==> src/rtl/seq_impl_checker_sat_counter.sv <==
// Saturating counter with synchronous clear and a 0/1/2 increment.
// Clear wins over any increment in the same cycle.
module sat_counter #(
  parameter int W = 16
) (
  input  logic         clk,
  input  logic         rst_n,
  input  logic         clear_i,
  input  logic [1:0]   inc_i,
  output logic [W-1:0] cnt_o
);

  logic [W-1:0] cnt_q;
  logic [W-1:0] cnt_d;
  logic [W+1:0] sum;

  always_comb begin
    sum   = {2'b00, cnt_q} + {{W{1'b0}}, inc_i};
    cnt_d = (sum[W+1:W] != 2'b00) ? '1 : sum[W-1:0];
    if (clear_i) cnt_d = '0;
  end

  always_ff @(posedge clk or negedge rst_n) begin
    if (!rst_n) cnt_q <= '0;
    else        cnt_q <= cnt_d;
  end

  assign cnt_o = cnt_q;

endmodule

==> config.mk <==
export PLATFORM = sky130hd
export DESIGN_NAME = sat_counter
export DESIGN_NICKNAME = d
export VERILOG_FILES = /design/src/rtl/seq_impl_checker_sat_counter.sv
export SDC_FILE = /design/constraint.sdc
export NUM_CORES = 1
export LEC_CHECK = 0
export ABC_AREA = 0
export CORE_MARGIN = 2
export CORE_UTILIZATION = 48
export DETAILED_ROUTE_END_ITERATION = 8
export HOLD_SLACK_MARGIN = 0.1
export PLACE_DENSITY_LB_ADDON = 0.25
export RECOVER_POWER = 25
export SLEW_MARGIN = 30
export SYNTH_ARGS = -nofsm -noshare
export SYNTH_HDL_FRONTEND = slang
export SYNTH_SLANG_ARGS = --single-unit
==> constraint.sdc <==
create_clock -name clk -period 2.7 [get_ports clk]
set_clock_uncertainty 0.05 [all_clocks]
set_input_delay 0.27 -clock clk [delete_from_list [all_inputs] [get_ports clk]]
set_output_delay 0.27 -clock clk [all_outputs]
set_load 0.005 [all_outputs]
Yosys cells after proc, flatten, opt, wreduce, memory -nomap -nowiden:

Index checks and enable logic that the tools add are counted.

* register bits: 16

* $add $sub $neg: 1
* muxes and demuxes: 2
* reductions and logical operators: 1

Operators with widths (number)
* $mux W16: 2
* $add A16 B2 Y17: 1
* $reduce_bool A2 Y1: 1

Logic depth before layout (Yosys ltp):

Gate-level depths: netlist of run 1.

* depth after elaboration: 4
* mapped depth: 8
* mapped depth without buffers: 7

Worst setup path after synthesis of run 1:

Ideal clock, no wire load.

* path type: register -> register
* start: register cnt_q[0] (netlist: cnt_o[0])
* end: register cnt_q[6] (netlist: cnt_o[6])
* setup time: 0.082 ns
* data arrival time: 1.871 ns
* data required time: 2.568 ns
* setup slack: 0.697 ns
* cell stages (with the launch flop): 9
* buffers on the path: 1
* cell sequence: dfrtp_1 ha_1 inv_1 fa_1 nand3b_2 nor3_4 nand3_2 buf_2 a31oi_1

* word-level cells in the longest chain between the ends: 4

RTL lines
* from (decl): RTL line 13 `logic [W-1:0] cnt_q;`
* from (signal assigned): RTL line 25 `else cnt_q <= cnt_d;`
* $add A16 B2 Y17 (*): RTL line 18 `sum = {2'b00, cnt_q} + {{W{1'b0}}, inc_i};`
* $reduce_bool A2 Y1: RTL line 19 `cnt_d = (sum[W+1:W] != 2'b00) ? '1 : sum[W-1:0];`
* $mux W16 (*): RTL line 19
* $mux W16 (*): RTL line 20 `if (clear_i) cnt_d = '0;`
* named net cnt_d[6]: RTL line 14 `logic [W-1:0] cnt_d;`

The timed path passes the listed nets; every way through them passes the cells marked *.

Worst setup path in the final report of run 1:

* start: input port inc_i[0]
* end: register cnt_q[0] (netlist: cnt_o[0])

* word-level cells in the longest chain between the ends: 4

RTL lines
* from (decl): RTL line 9 `input logic [1:0] inc_i,`
* $add A16 B2 Y17 (*): RTL line 18
* $reduce_bool A2 Y1: RTL line 19
* $mux W16 (*): RTL line 19
* $mux W16 (*): RTL line 20
* named net cnt_d[0]: RTL line 14

Marks and branches as above.

==> results of run 1 <==
[final cells by class]
cell class,count,area (sq um)
tap,25,31.3
clock buffer,4,36.3
timing repair buffer,20,200
sequential,16,400
multi-input combinational,59,457
inverter,6,22.5
fill,141,598
[cells in the final DEF (no fill, tap or decap), types with 3 or more instances in the layout]
cell / Yosys / layout
nand4_1: 3 / 3
inv_1: 6 / 6
clkdlybuf4s50_1: 0 / 19
nor4_1: 3 / 3
xor2_1: 4 / 4
nand2_1: 4 / 4
clkbuf_4: 0 / 3
a21oi_1: 13 / 13
a31oi_1: 4 / 4
xnor2_1: 6 / 6
dfrtp_1: 16 / 16
[routing by layer]
layer | track usage, % | routed length [um] | up-vias
met3 | 5.00 | 83 | 5
met2 | 33.2 | 910 | 20
met5 | 0 | 0 | -
met1 | 28.7 | 890 | 361
li1 | - | - | 350
met4 | 11.7 | 48 | 0
[kinds of logic after synthesis]
family	Yosys count
AOI/OAI and AO/OA	21
buffers and inverters	9
DFF	16
and+or+nand+nor	25
xor gates and xnor gates	10
adders and majority gates	3
[report_power, final]
group	leakage (nW)	switching (mW)	total [mW]	internal (mW)
clock	0.0210	0.0792	0.161	0.0823
combinational	0.241	0.0295	0.0600	0.0305
sequential	0.221	0.0100	0.256	0.246
total	0.483	0.119	0.478	0.359
[metrics by stage]
step | std cells | power, mW | worst slack [ns] | hold slack (ns) | area (sq um)
after global placement | 126 | 0.322 | 0.156 | 0.578 | 1110
after detailed placement | 126 | 0.322 | 0.0693 | 0.583 | 1110
after global routing | 130 | 0.497 | 0.207 | 0.490 | 1150
after CTS | 130 | 0.484 | 0.380 | 0.371 | 1150
final | 130 | 0.478 | 0.376 | 0.410 | 1150
after floorplan | 84 | 0.291 | 0.697 | -0.0756 | 892
[how the worst min path moves through the flow]
stage,start,slack [ns],depth (start not counted),endpoint
2_1_floorplan,rst_n,-0.08,0,cnt_o[0]
3_3_place_gp,cnt_o[14],0.58,2,cnt_o[12]
3_5_place_dp,cnt_o[15],0.58,2,cnt_o[12]
4_1_cts,rst_n,0.37,1,cnt_o[15]
5_1_grt,rst_n,0.49,1,cnt_o[13]
6_report,rst_n,0.41,1,cnt_o[13]
==> flow_summary.html, run 1 <==
<table>
<tr><th>Metric</th><th>Value</th></tr>
<tr><th colspan="2">Worst setup path</th></tr>
<tr><td>Register-to-Register Path Depth</td><td>7</td></tr>
<tr><td>CP max stage cell</td><td>clkdlybuf4s50_1</td></tr>
<tr><td>Highest fanout seen on the critical path</td><td>13</td></tr>
<tr><td>Worst setup path endpoint</td><td>cnt_o[0]</td></tr>
<tr><td>Capture point of the worst reg-to-reg path</td><td>cnt_o[0]</td></tr>
<tr><td>FF-to-FF Start</td><td>cnt_o[0]</td></tr>
<tr><td>Required time reported for the critical path endpoint</td><td>2.86 ns</td></tr>
<tr><td>CP Buf/Inv Count</td><td>2</td></tr>
<tr><td>Start point of the critical path</td><td>inc_i[0]</td></tr>
<tr><td>Kind of start point of the critical path</td><td>input port</td></tr>
<tr><td>Largest stage delay, worst path</td><td>0.46 ns</td></tr>
<tr><td>Arrival @ worst endpoint</td><td>2.48 ns</td></tr>
<tr><td>Endpoint type of the worst setup path</td><td>register</td></tr>
<tr><td>Worst reg2reg setup slack</td><td>about 0.45 ns</td></tr>
<tr><td>CP Depth</td><td>8</td></tr>
<tr><td>Top Family by Delay on Critical Path</td><td>simple AND/OR/NAND/NOR gates</td></tr>
<tr><td>Critical Setup Path Class</td><td>input port to register</td></tr>
<tr><td>Series of cell instances along the critical path</td><td>clkdlybuf4s50_1 -&gt; ha_1 -&gt; inv_1 -&gt; fa_1 -&gt; nand3b_2 -&gt; nor3_4 -&gt; nand3_2 -&gt; a21oi_1</td></tr>
<tr><th colspan="2">Detailed routing</th></tr>
<tr><td>1st-pass router iterations</td><td>4</td></tr>
<tr><td>Antenna-violating nets left</td><td>0</td></tr>
<tr><td>DRC violations left</td><td>0</td></tr>
<tr><td>Total wirelength of the detailed-routed design</td><td>1.93 mm</td></tr>
<tr><td>Vias</td><td>736</td></tr>
<tr><td>First-iteration detailed-routing DRC count</td><td>16</td></tr>
<tr><td>DR vias/cell</td><td>approximately 5.7</td></tr>
<tr><td>Detailed-route wire length per cell</td><td>14.9 um</td></tr>
<tr><th colspan="2">Yosys</th></tr>
<tr><td>Async set-or-reset flop fraction in the synthesized netlist</td><td>100%</td></tr>
<tr><td>Adder-cell share of the synthesized area</td><td>5.05%</td></tr>
<tr><td>Cell Area, Synth</td><td>between 800 and 900 sq um</td></tr>
<tr><td>Synthesized-area fraction occupied by and/or/nand/nor cells</td><td>22.9%</td></tr>
<tr><td>Sequential-to-total area share from yosys stat</td><td>between 40% and 50%</td></tr>
<tr><td>Top-area cell type share of the netlist area</td><td>44.9%</td></tr>
<tr><td>Cell type contributing the most total cell area after synthesis</td><td>dfrtp_1</td></tr>
<tr><td>Library cell with the highest instance count after synthesis</td><td>dfrtp_1</td></tr>
<tr><td>Parity-gate share of the synthesized area counting xor and xnor cells</td><td>9.82%</td></tr>
<tr><td>Fraction of synthesized area in multiplexers</td><td>0%</td></tr>
<tr><td>Biggest area contributors in the synthesized netlist</td><td>dfrtp_1 (45%), a21oi_1 (7.3%), xnor2_1 (5.9%)</td></tr>
<tr><td>Synth cell types</td><td>31</td></tr>
<tr><td>Syn Nets</td><td>92</td></tr>
<tr><td>Leading cell types by count after synthesis</td><td>dfrtp_1 (16), a21oi_1 (13), inv_1 (6), xnor2_1 (6)</td></tr>
<tr><td>Average cell area after synthesis</td><td>roughly 11 sq um</td></tr>
<tr><td>Count of flip-flops with a built-in enable after synthesis</td><td>0</td></tr>
<tr><td>Post-Synthesis Cells</td><td>84</td></tr>
<tr><td>Warning count from the yosys run</td><td>0</td></tr>
<tr><td>Top FF cell, synth</td><td>dfrtp_1</td></tr>
<tr><td>Main combinational cell family by area after synthesis</td><td>simple AND/OR/NAND/NOR gates</td></tr>
<tr><td>Post-synthesis register bit count</td><td>16</td></tr>
<tr><td>Post-synthesis compound-gate area fraction</td><td>a little over an eighth</td></tr>
<tr><th colspan="2">CTS</th></tr>
<tr><td>Buffer cell driving the clock tree root</td><td>clkbuf_4</td></tr>
<tr><td>TritonCTS clock tree</td><td>done</td></tr>
<tr><td>CTS H-Tree Depth</td><td>1</td></tr>
<tr><td>Clock latency on the worst-skew pair</td><td>0.29 ns</td></tr>
<tr><td>Clock-pin slew on the worst setup and hold paths</td><td>around 0.09 ns</td></tr>
<tr><td>Largest buffer count on any clock path</td><td>2</td></tr>
<tr><td>Clk sinks</td><td>16</td></tr>
<tr><td>Cts bufs inserted</td><td>3</td></tr>
<tr><td>Post_cts resized</td><td>0</td></tr>
<tr><td>Number of buffers inserted by post-CTS setup repair</td><td>0</td></tr>
<tr><td>Number of hold buffers added after cts</td><td>0</td></tr>
<tr><th colspan="2">Global route</th></tr>
<tr><td>Final global-route overflow total</td><td>0</td></tr>
<tr><td>Antenna violations before repair</td><td>0</td></tr>
<tr><td>GRT Overall Usage</td><td>21.8%</td></tr>
<tr><td>Pin count of the biggest net entering global routing</td><td>17</td></tr>
<tr><td>First-pass GRT wire length</td><td>3.24 mm</td></tr>
<tr><td>Number of global-route vias before repair</td><td>691</td></tr>
<tr><th colspan="2">Placement</th></tr>
<tr><td>Hpwl dp</td><td>between 1 and 1.5 mm</td></tr>
<tr><td>Final weighted congestion in routability-driven placement</td><td>0.771</td></tr>
<tr><td>Number of port buffers</td><td>20</td></tr>
<tr><th colspan="2">Timing</th></tr>
<tr><td>Final min period</td><td>2.32 ns</td></tr>
<tr><td>RSZ-0062 raised after global routing</td><td>no</td></tr>
<tr><td>Sum of negative setup slack</td><td>0 ns</td></tr>
<tr><td>Final Hold Violating Endpoints</td><td>0</td></tr>
<tr><td>Number of pins exceeding their max-slew limit in the final report</td><td>0</td></tr>
<tr><td>Setup-violating endpoint count in the final report</td><td>0</td></tr>
<tr><td>Fin crit share</td><td>86.1%</td></tr>
<tr><td>Slew @ Worst Pin</td><td>approximately 0.7 ns</td></tr>
<tr><td>Max Freq</td><td>430 MHz</td></tr>
<tr><td>Worst slew margin relative to its limit</td><td>52.6%</td></tr>
<tr><th colspan="2">Worst hold path</th></tr>
<tr><td>Worst min-delay path class</td><td>input port to async pin</td></tr>
<tr><th colspan="2">Die</th></tr>
<tr><td>Die ar.</td><td>2220 sq um</td></tr>
<tr><td>Initial core utilization</td><td>approximately half</td></tr>
<tr><td>Number of rows created at floorplan</td><td>15</td></tr>
<tr><td>Width of the chip</td><td>47.1 um</td></tr>
<tr><td>Vertical die dimension</td><td>47.1 um</td></tr>
<tr><td>Num ports</td><td>21</td></tr>
<tr><td>Core box area</td><td>1750 sq um</td></tr>
<tr><th colspan="2">Cells and area</th></tr>
<tr><td>Number of flip-flops under the largest register name</td><td>16</td></tr>
<tr><td>Final net count</td><td>114</td></tr>
<tr><td>Fin util</td><td>65.7%</td></tr>
<tr><td>Layout cells sized above 1</td><td>9.52%</td></tr>
<tr><td>Layout overhead on the synthesized area</td><td>28.6%</td></tr>
<tr><td>Antenna diode instance count</td><td>0</td></tr>
<tr><th colspan="2">Status</th></tr>
<tr><td>Outcome</td><td>completed</td></tr>
<tr><th colspan="2">Flow run</th></tr>
<tr><td>Max-cap violations</td><td>0</td></tr>
<tr><th colspan="2">Pwr</th></tr>
<tr><td>Static leakage</td><td>0.483 nW</td></tr>
<tr><td>Power density cells</td><td>417 nW/um^2</td></tr>
<tr><td>IR drop worst, VDD</td><td>around 0.00026 V</td></tr>
</table>
Power figures use the tool's default switching activity.
==> run 2: changes to the inputs <==
--- a/config.mk
+++ b/config.mk
@@ -6,8 +6,10 @@
 export NUM_CORES = 1
 export LEC_CHECK = 0
 export ABC_AREA = 0
+export CELL_PAD_IN_SITES_DETAIL_PLACEMENT = 1
+export CELL_PAD_IN_SITES_GLOBAL_PLACEMENT = 2
 export CORE_MARGIN = 2
-export CORE_UTILIZATION = 48
+export CORE_UTILIZATION = 30
 export DETAILED_ROUTE_END_ITERATION = 8
 export HOLD_SLACK_MARGIN = 0.1
 export PLACE_DENSITY_LB_ADDON = 0.25
==> flow_summary.html, run 2 (synthesis results as in run 1) <==
<table>
<tr><th>Metric</th><th>Value</th></tr>
<tr><th colspan="2">Global route</th></tr>
<tr><td>Number of global-route vias before repair</td><td>between 700 and 800</td></tr>
<tr><td>Antenna violations before repair</td><td>0</td></tr>
<tr><td>First-pass GRT wire length</td><td>between 3 and 4 mm</td></tr>
<tr><td>Met1 track demand over resource</td><td>between 20% and 30%</td></tr>
<tr><td>Most crowded layer after global routing</td><td>met2</td></tr>
<tr><td>Met3 Resource Use GR</td><td>2.20%</td></tr>
<tr><td>Pin count of the biggest net entering global routing</td><td>17</td></tr>
<tr><td>Global routing met2 resource utilization</td><td>22.5%</td></tr>
<tr><td>GRT Overall Usage</td><td>15.3%</td></tr>
<tr><td>Final global-route overflow total</td><td>0</td></tr>
<tr><th colspan="2">Worst setup path</th></tr>
<tr><td>Arrival @ worst endpoint</td><td>approximately 2.5 ns</td></tr>
<tr><td>Highest fanout seen on the critical path</td><td>13</td></tr>
<tr><td>Endpoint type of the worst setup path</td><td>register</td></tr>
<tr><td>Start point of the critical path</td><td>inc_i[0]</td></tr>
<tr><td>Kind of start point of the critical path</td><td>input port</td></tr>
<tr><td>FF-to-FF Start</td><td>cnt_o[0]</td></tr>
<tr><td>Required time reported for the critical path endpoint</td><td>2.86 ns</td></tr>
<tr><td>Critical Setup Path Class</td><td>input port to register</td></tr>
<tr><th colspan="2">Timing</th></tr>
<tr><td>Number of pins exceeding their max-slew limit in the final report</td><td>0</td></tr>
<tr><td>Setup-violating endpoint count in the final report</td><td>0</td></tr>
<tr><td>Max Freq</td><td>433 MHz</td></tr>
<tr><td>Final min period</td><td>roughly 2.3 ns</td></tr>
<tr><td>Slew @ Worst Pin</td><td>about 0.77 ns</td></tr>
<tr><td>Sum of negative setup slack</td><td>0 ns</td></tr>
<tr><td>Fin crit share</td><td>85.5%</td></tr>
<tr><td>RSZ-0062 raised after global routing</td><td>no</td></tr>
<tr><td>Minimum hold slack</td><td>about 0.43 ns</td></tr>
<tr><td>Final Hold Violating Endpoints</td><td>0</td></tr>
<tr><td>Worst slew margin relative to its limit</td><td>between 40 and 50%</td></tr>
<tr><th colspan="2">Detailed routing</th></tr>
<tr><td>1st-pass router iterations</td><td>3</td></tr>
<tr><td>First-iteration detailed-routing DRC count</td><td>17</td></tr>
<tr><td>Vias</td><td>about 730</td></tr>
<tr><td>DRC violations left</td><td>0</td></tr>
<tr><td>Antenna-violating nets left</td><td>0</td></tr>
<tr><td>Detailed-route wire length per cell</td><td>16.7 um</td></tr>
<tr><td>Total wirelength of the detailed-routed design</td><td>about 2.3 mm</td></tr>
<tr><td>DR vias/cell</td><td>5.38</td></tr>
<tr><th colspan="2">Die</th></tr>
<tr><td>Die ar.</td><td>3430 sq um</td></tr>
<tr><td>Num ports</td><td>21</td></tr>
<tr><td>Number of rows created at floorplan</td><td>19</td></tr>
<tr><td>Vertical die dimension</td><td>58.5 um</td></tr>
<tr><td>Width of the chip</td><td>58.5 um</td></tr>
<tr><td>Core box area</td><td>2780 sq um</td></tr>
<tr><td>Initial core utilization</td><td>32.1%</td></tr>
<tr><th colspan="2">CTS</th></tr>
<tr><td>Largest buffer count on any clock path</td><td>2</td></tr>
<tr><td>Buffer cell driving the clock tree root</td><td>clkbuf_4</td></tr>
<tr><td>Post_cts resized</td><td>0</td></tr>
<tr><td>TritonCTS clock tree</td><td>done</td></tr>
<tr><td>Number of hold buffers added after cts</td><td>0</td></tr>
<tr><td>Number of buffers inserted by post-CTS setup repair</td><td>0</td></tr>
<tr><td>Cts bufs inserted</td><td>3</td></tr>
<tr><td>Clock latency on the worst-skew pair</td><td>about 0.30 ns</td></tr>
<tr><td>Clk sinks</td><td>16</td></tr>
<tr><td>Clock-pin slew on the worst setup and hold paths</td><td>0.11 ns</td></tr>
<tr><td>CTS H-Tree Depth</td><td>1</td></tr>
<tr><th colspan="2">Cells and area</th></tr>
<tr><td>Antenna diode instance count</td><td>0</td></tr>
<tr><td>Layout overhead on the synthesized area</td><td>28.8%</td></tr>
<tr><td>Final Non-Filler Cells</td><td>136</td></tr>
<tr><td>Number of flip-flops under the largest register name</td><td>16</td></tr>
<tr><td>Most common cell after layout, fill and taps aside</td><td>clkdlybuf4s50_1</td></tr>
<tr><td>Layout cells sized above 1</td><td>under 10%</td></tr>
<tr><td>Final net count</td><td>115</td></tr>
<tr><td>Commonest non-fill, non-tap cells in the layout</td><td>clkdlybuf4s50_1 (19), dfrtp_1 (16), a21oi_1 (13)</td></tr>
<tr><th colspan="2">Placement</th></tr>
<tr><td>Dpl cells</td><td>133</td></tr>
<tr><td>Number of port buffers</td><td>20</td></tr>
<tr><td>Final weighted congestion in routability-driven placement</td><td>0.716</td></tr>
<tr><td>Hpwl dp</td><td>1.59 mm</td></tr>
<tr><th colspan="2">Pwr</th></tr>
<tr><td>IR drop worst, VDD</td><td>0.000287 V</td></tr>
<tr><td>Static leakage</td><td>0.481 nW</td></tr>
<tr><td>Final Power</td><td>between 0.4 and 0.5 mW</td></tr>
<tr><td>Power density cells</td><td>roughly 390 nW/um^2</td></tr>
<tr><th colspan="2">Flow run</th></tr>
<tr><td>Max-cap violations</td><td>0</td></tr>
<tr><th colspan="2">Status</th></tr>
<tr><td>Outcome</td><td>completed</td></tr>
<tr><th colspan="2">Worst hold path</th></tr>
<tr><td>Worst min-delay path class</td><td>input port to async pin</td></tr>
</table>
[run 2: critical path, cell delays in order]
cell	delay [ns]
clkdlybuf4s50_1	0.46
ha_1	0.19
inv_1	0.06
fa_1	0.42
nand3b_2	0.33
nor3_4	0.18
nand3_2	0.28
a31oi_1	0.26
[run 2: through the flow]
stage / cell area [sq um] / setup WS (ns) / util [%]
after global routing: 1150 / 0.216 / 41.3
after CTS: 1150 / 0.357 / 41.3
final: 1150 / 0.391 / 41.3
after global placement: 1130 / 0.118 / 40.5
after floorplan: 892 / 0.697 / -
after detailed placement: 1130 / 0.0576 / 40.5
[run 2: final cells by class]
type / instances / area (sq um)
Clock buffer: 3 / 22.5
Fill cell: 324 / 1630
Sequential cell: 16 / 400
Tap cell: 31 / 38.8
Inverter: 6 / 22.5
Timing Repair Buffer: 21 / 208
Multi-Input combinational cell: 59 / 457
[run 2: worst paths after layout]
kind	slack [ns]	end	cells past startpoint
min	0.43	cnt_o[12]	1
min in group clk	0.59	cnt_o[12]	2
max in group asynchronous	1.67	cnt_o[15]	1
min reg2reg	0.59	cnt_o[12]	2
max	0.39	cnt_o[6]	8
max reg2reg	0.47	cnt_o[6]	7
[run 2: where the power goes]
part	switching (mW)	total (mW)	internal, mW
registers	0.0101	0.257	0.246
clock network	0.0789	0.131	0.0518
logic	0.0318	0.0629	0.0311
total	0.121	0.450	0.329
[run 2: routing by layer]
layer | wire [um] | vias to the layer above
met2 | 1040 | 14
met5 | 0 | -
met1 | 1130 | 367
met3 | 79 | 2
met4 | 18 | 0
li1 | - | 349
==> run 3: changes to the inputs <==
--- a/config.mk
+++ b/config.mk
@@ -14,6 +14,7 @@
 export HOLD_SLACK_MARGIN = 0.1
 export PLACE_DENSITY_LB_ADDON = 0.25
 export RECOVER_POWER = 25
+export REMOVE_ABC_BUFFERS = 1
 export SLEW_MARGIN = 30
 export SYNTH_ARGS = -nofsm -noshare
 export SYNTH_HDL_FRONTEND = slang
==> flow_summary.html, run 3 (synthesis results as in run 1) <==
<table>
<tr><th>Metric</th><th>Value</th></tr>
<tr><th colspan="2">CTS</th></tr>
<tr><td>Clock-pin slew on the worst setup and hold paths</td><td>0.09 ns</td></tr>
<tr><td>Clk sinks</td><td>16</td></tr>
<tr><td>Buffer cell driving the clock tree root</td><td>clkbuf_4</td></tr>
<tr><td>CTS H-Tree Depth</td><td>1</td></tr>
<tr><td>Post_cts resized</td><td>0</td></tr>
<tr><td>TritonCTS clock tree</td><td>done</td></tr>
<tr><td>Clock latency on the worst-skew pair</td><td>between 0.2 and 0.3 ns</td></tr>
<tr><td>Largest buffer count on any clock path</td><td>2</td></tr>
<tr><td>Number of hold buffers added after cts</td><td>0</td></tr>
<tr><td>Cts bufs inserted</td><td>3</td></tr>
<tr><td>Number of buffers inserted by post-CTS setup repair</td><td>0</td></tr>
<tr><th colspan="2">Detailed routing</th></tr>
<tr><td>Metal-1 WL</td><td>1.01 mm</td></tr>
<tr><td>DR vias/cell</td><td>approximately 5.4</td></tr>
<tr><td>Routed length on met2</td><td>941 um</td></tr>
<tr><td>Highest layer used for signal routing</td><td>met4</td></tr>
<tr><td>1st-pass router iterations</td><td>2</td></tr>
<tr><td>DRC violations left</td><td>0</td></tr>
<tr><td>Vias</td><td>723</td></tr>
<tr><td>Detailed-route wire length per cell</td><td>15.4 um</td></tr>
<tr><td>Total wirelength of the detailed-routed design</td><td>about 2.1 mm</td></tr>
<tr><td>Antenna-violating nets left</td><td>0</td></tr>
<tr><td>Met3 wirelength from detailed routing</td><td>89 um</td></tr>
<tr><td>First-iteration detailed-routing DRC count</td><td>4</td></tr>
<tr><th colspan="2">Timing</th></tr>
<tr><td>RSZ-0062 raised after global routing</td><td>no</td></tr>
<tr><td>Max Freq</td><td>431 MHz</td></tr>
<tr><td>Slew @ Worst Pin</td><td>around 0.73 ns</td></tr>
<tr><td>Final min period</td><td>2.32 ns</td></tr>
<tr><td>Worst slew margin relative to its limit</td><td>between 50% and 60%</td></tr>
<tr><td>Final Hold Violating Endpoints</td><td>0</td></tr>
<tr><td>Minimum hold slack</td><td>0.427 ns</td></tr>
<tr><td>Number of pins exceeding their max-slew limit in the final report</td><td>0</td></tr>
<tr><td>Fin crit share</td><td>86.0%</td></tr>
<tr><td>Setup-violating endpoint count in the final report</td><td>0</td></tr>
<tr><td>Sum of negative setup slack</td><td>0 ns</td></tr>
<tr><th colspan="2">Worst setup path</th></tr>
<tr><td>Largest stage delay, worst path</td><td>0.46 ns</td></tr>
<tr><td>CP max stage cell</td><td>clkdlybuf4s50_1</td></tr>
<tr><td>Endpoint type of the worst setup path</td><td>register</td></tr>
<tr><td>Required time reported for the critical path endpoint</td><td>2.85 ns</td></tr>
<tr><td>Arrival @ worst endpoint</td><td>between 2 and 2.5 ns</td></tr>
<tr><td>Highest fanout seen on the critical path</td><td>13</td></tr>
<tr><td>Kind of start point of the critical path</td><td>input port</td></tr>
<tr><td>Critical Setup Path Class</td><td>input port to register</td></tr>
<tr><td>Series of cell instances along the critical path</td><td>clkdlybuf4s50_1 -&gt; ha_1 -&gt; inv_1 -&gt; fa_1 -&gt; nand3b_2 -&gt; nor3_4 -&gt; nand3_2 -&gt; a21oi_1</td></tr>
<tr><th colspan="2">Global route</th></tr>
<tr><td>Final global-route overflow total</td><td>0</td></tr>
<tr><td>Antenna violations before repair</td><td>0</td></tr>
<tr><td>Pin count of the biggest net entering global routing</td><td>17</td></tr>
<tr><td>First-pass GRT wire length</td><td>3.71 mm</td></tr>
<tr><td>GRT Overall Usage</td><td>between 10% and 20%</td></tr>
<tr><td>Number of global-route vias before repair</td><td>783</td></tr>
<tr><th colspan="2">Pwr</th></tr>
<tr><td>Static leakage</td><td>around 0.48 nW</td></tr>
<tr><td>Power density cells</td><td>391 nW/um^2</td></tr>
<tr><td>IR drop worst, VDD</td><td>0.000242 V</td></tr>
<tr><th colspan="2">Die</th></tr>
<tr><td>Num ports</td><td>21</td></tr>
<tr><td>Vertical die dimension</td><td>approximately 59 um</td></tr>
<tr><td>Number of rows created at floorplan</td><td>19</td></tr>
<tr><td>Core box area</td><td>2780 sq um</td></tr>
<tr><td>Die ar.</td><td>3430 sq um</td></tr>
<tr><td>Initial core utilization</td><td>32.1%</td></tr>
<tr><td>Width of the chip</td><td>58.5 um</td></tr>
<tr><th colspan="2">Cells and area</th></tr>
<tr><td>Commonest non-fill, non-tap cells in the layout</td><td>clkdlybuf4s50_1 (19), dfrtp_1 (16), a21oi_1 (13)</td></tr>
<tr><td>Final net count</td><td>114</td></tr>
<tr><td>Most common cell after layout, fill and taps aside</td><td>clkdlybuf4s50_1</td></tr>
<tr><td>Layout overhead on the synthesized area</td><td>27.9%</td></tr>
<tr><td>Antenna diode instance count</td><td>0</td></tr>
<tr><td>Number of flip-flops under the largest register name</td><td>16</td></tr>
<tr><td>Number of fillers in the final layout</td><td>approximately 330</td></tr>
<tr><td>Layout cells sized above 1</td><td>8.65%</td></tr>
<tr><th colspan="2">Worst hold path</th></tr>
<tr><td>Worst min-delay path class</td><td>input port to async pin</td></tr>
<tr><th colspan="2">Flow run</th></tr>
<tr><td>Max-cap violations</td><td>0</td></tr>
<tr><th colspan="2">Placement</th></tr>
<tr><td>Number of port buffers</td><td>20</td></tr>
<tr><td>Final weighted congestion in routability-driven placement</td><td>between 0.6 and 0.7</td></tr>
<tr><td>Hpwl dp</td><td>1.54 mm</td></tr>
<tr><th colspan="2">Status</th></tr>
<tr><td>Outcome</td><td>completed</td></tr>
</table>
run 3: changes by cell type in the layout (fill, tap and decap cells not counted), sizes merged:
cell	change
buf	-1
run 3: area by class of cell:
| type | instances | area, sq um | share of cell area (%) |
|---|---|---|---|
| Inverter | 6 | 22.5 | 1.97 |
| Clock buffer | 3 | 22.5 | 1.97 |
| Timing Repair Buffer | 20 | 200 | 17.5 |
| Multi-Input combinational cell | 59 | 457 | 40.0 |
| Tap cell | 31 | 38.8 | 3.40 |
| Sequential cell | 16 | 400 | 35.1 |
run 3: metal layers:
metal	up-vias	global-route usage, %
met4	0	5.98
met1	351	19.8
met2	17	22.2
li1	350	-
met5	-	0
met3	5	1.98
run 3: worst max-delay path, delay by kind of cell:
kind / cells / cell delay [ns]
AO/OA/AOI/OAI: 1 / 0.25
adder cells (fa/ha/maj): 2 / 0.59
buffers and inverters: 2 / 0.52
AND/OR/NAND/NOR: 3 / 0.84
run 3: power breakdown:
part	switching (mW)	leakage, nW	internal [mW]
clock	0.0775	0.0138	0.0518
sequential	0.0102	0.221	0.246
combinational	0.0300	0.241	0.0302
total	0.118	0.476	0.328
run 3: final timing paths:
path,start,endpoint,slack [ns],cells past startpoint
min,rst_n,cnt_o[3],0.43,1
min reg2reg,cnt_o[0],cnt_o[0],0.60,3
min in group clk,cnt_o[0],cnt_o[0],0.60,3
max in group asynchronous,rst_n,cnt_o[10],1.72,1
max reg2reg,cnt_o[0],cnt_o[1],0.46,7
max,inc_i[0],cnt_o[1],0.38,8
run 3: through the flow:
stage,utilization [%],power (mW),std cells,area (sq um),worst slack [ns]
after global placement,40.2,0.322,132,1120,0.103
after floorplan,-,0.288,81,880,0.724
after detailed placement,40.2,0.324,132,1120,0.0582
after global routing,41.0,0.472,135,1140,0.142
after CTS,41.0,0.452,135,1140,0.356
final,41.0,0.446,135,1140,0.378
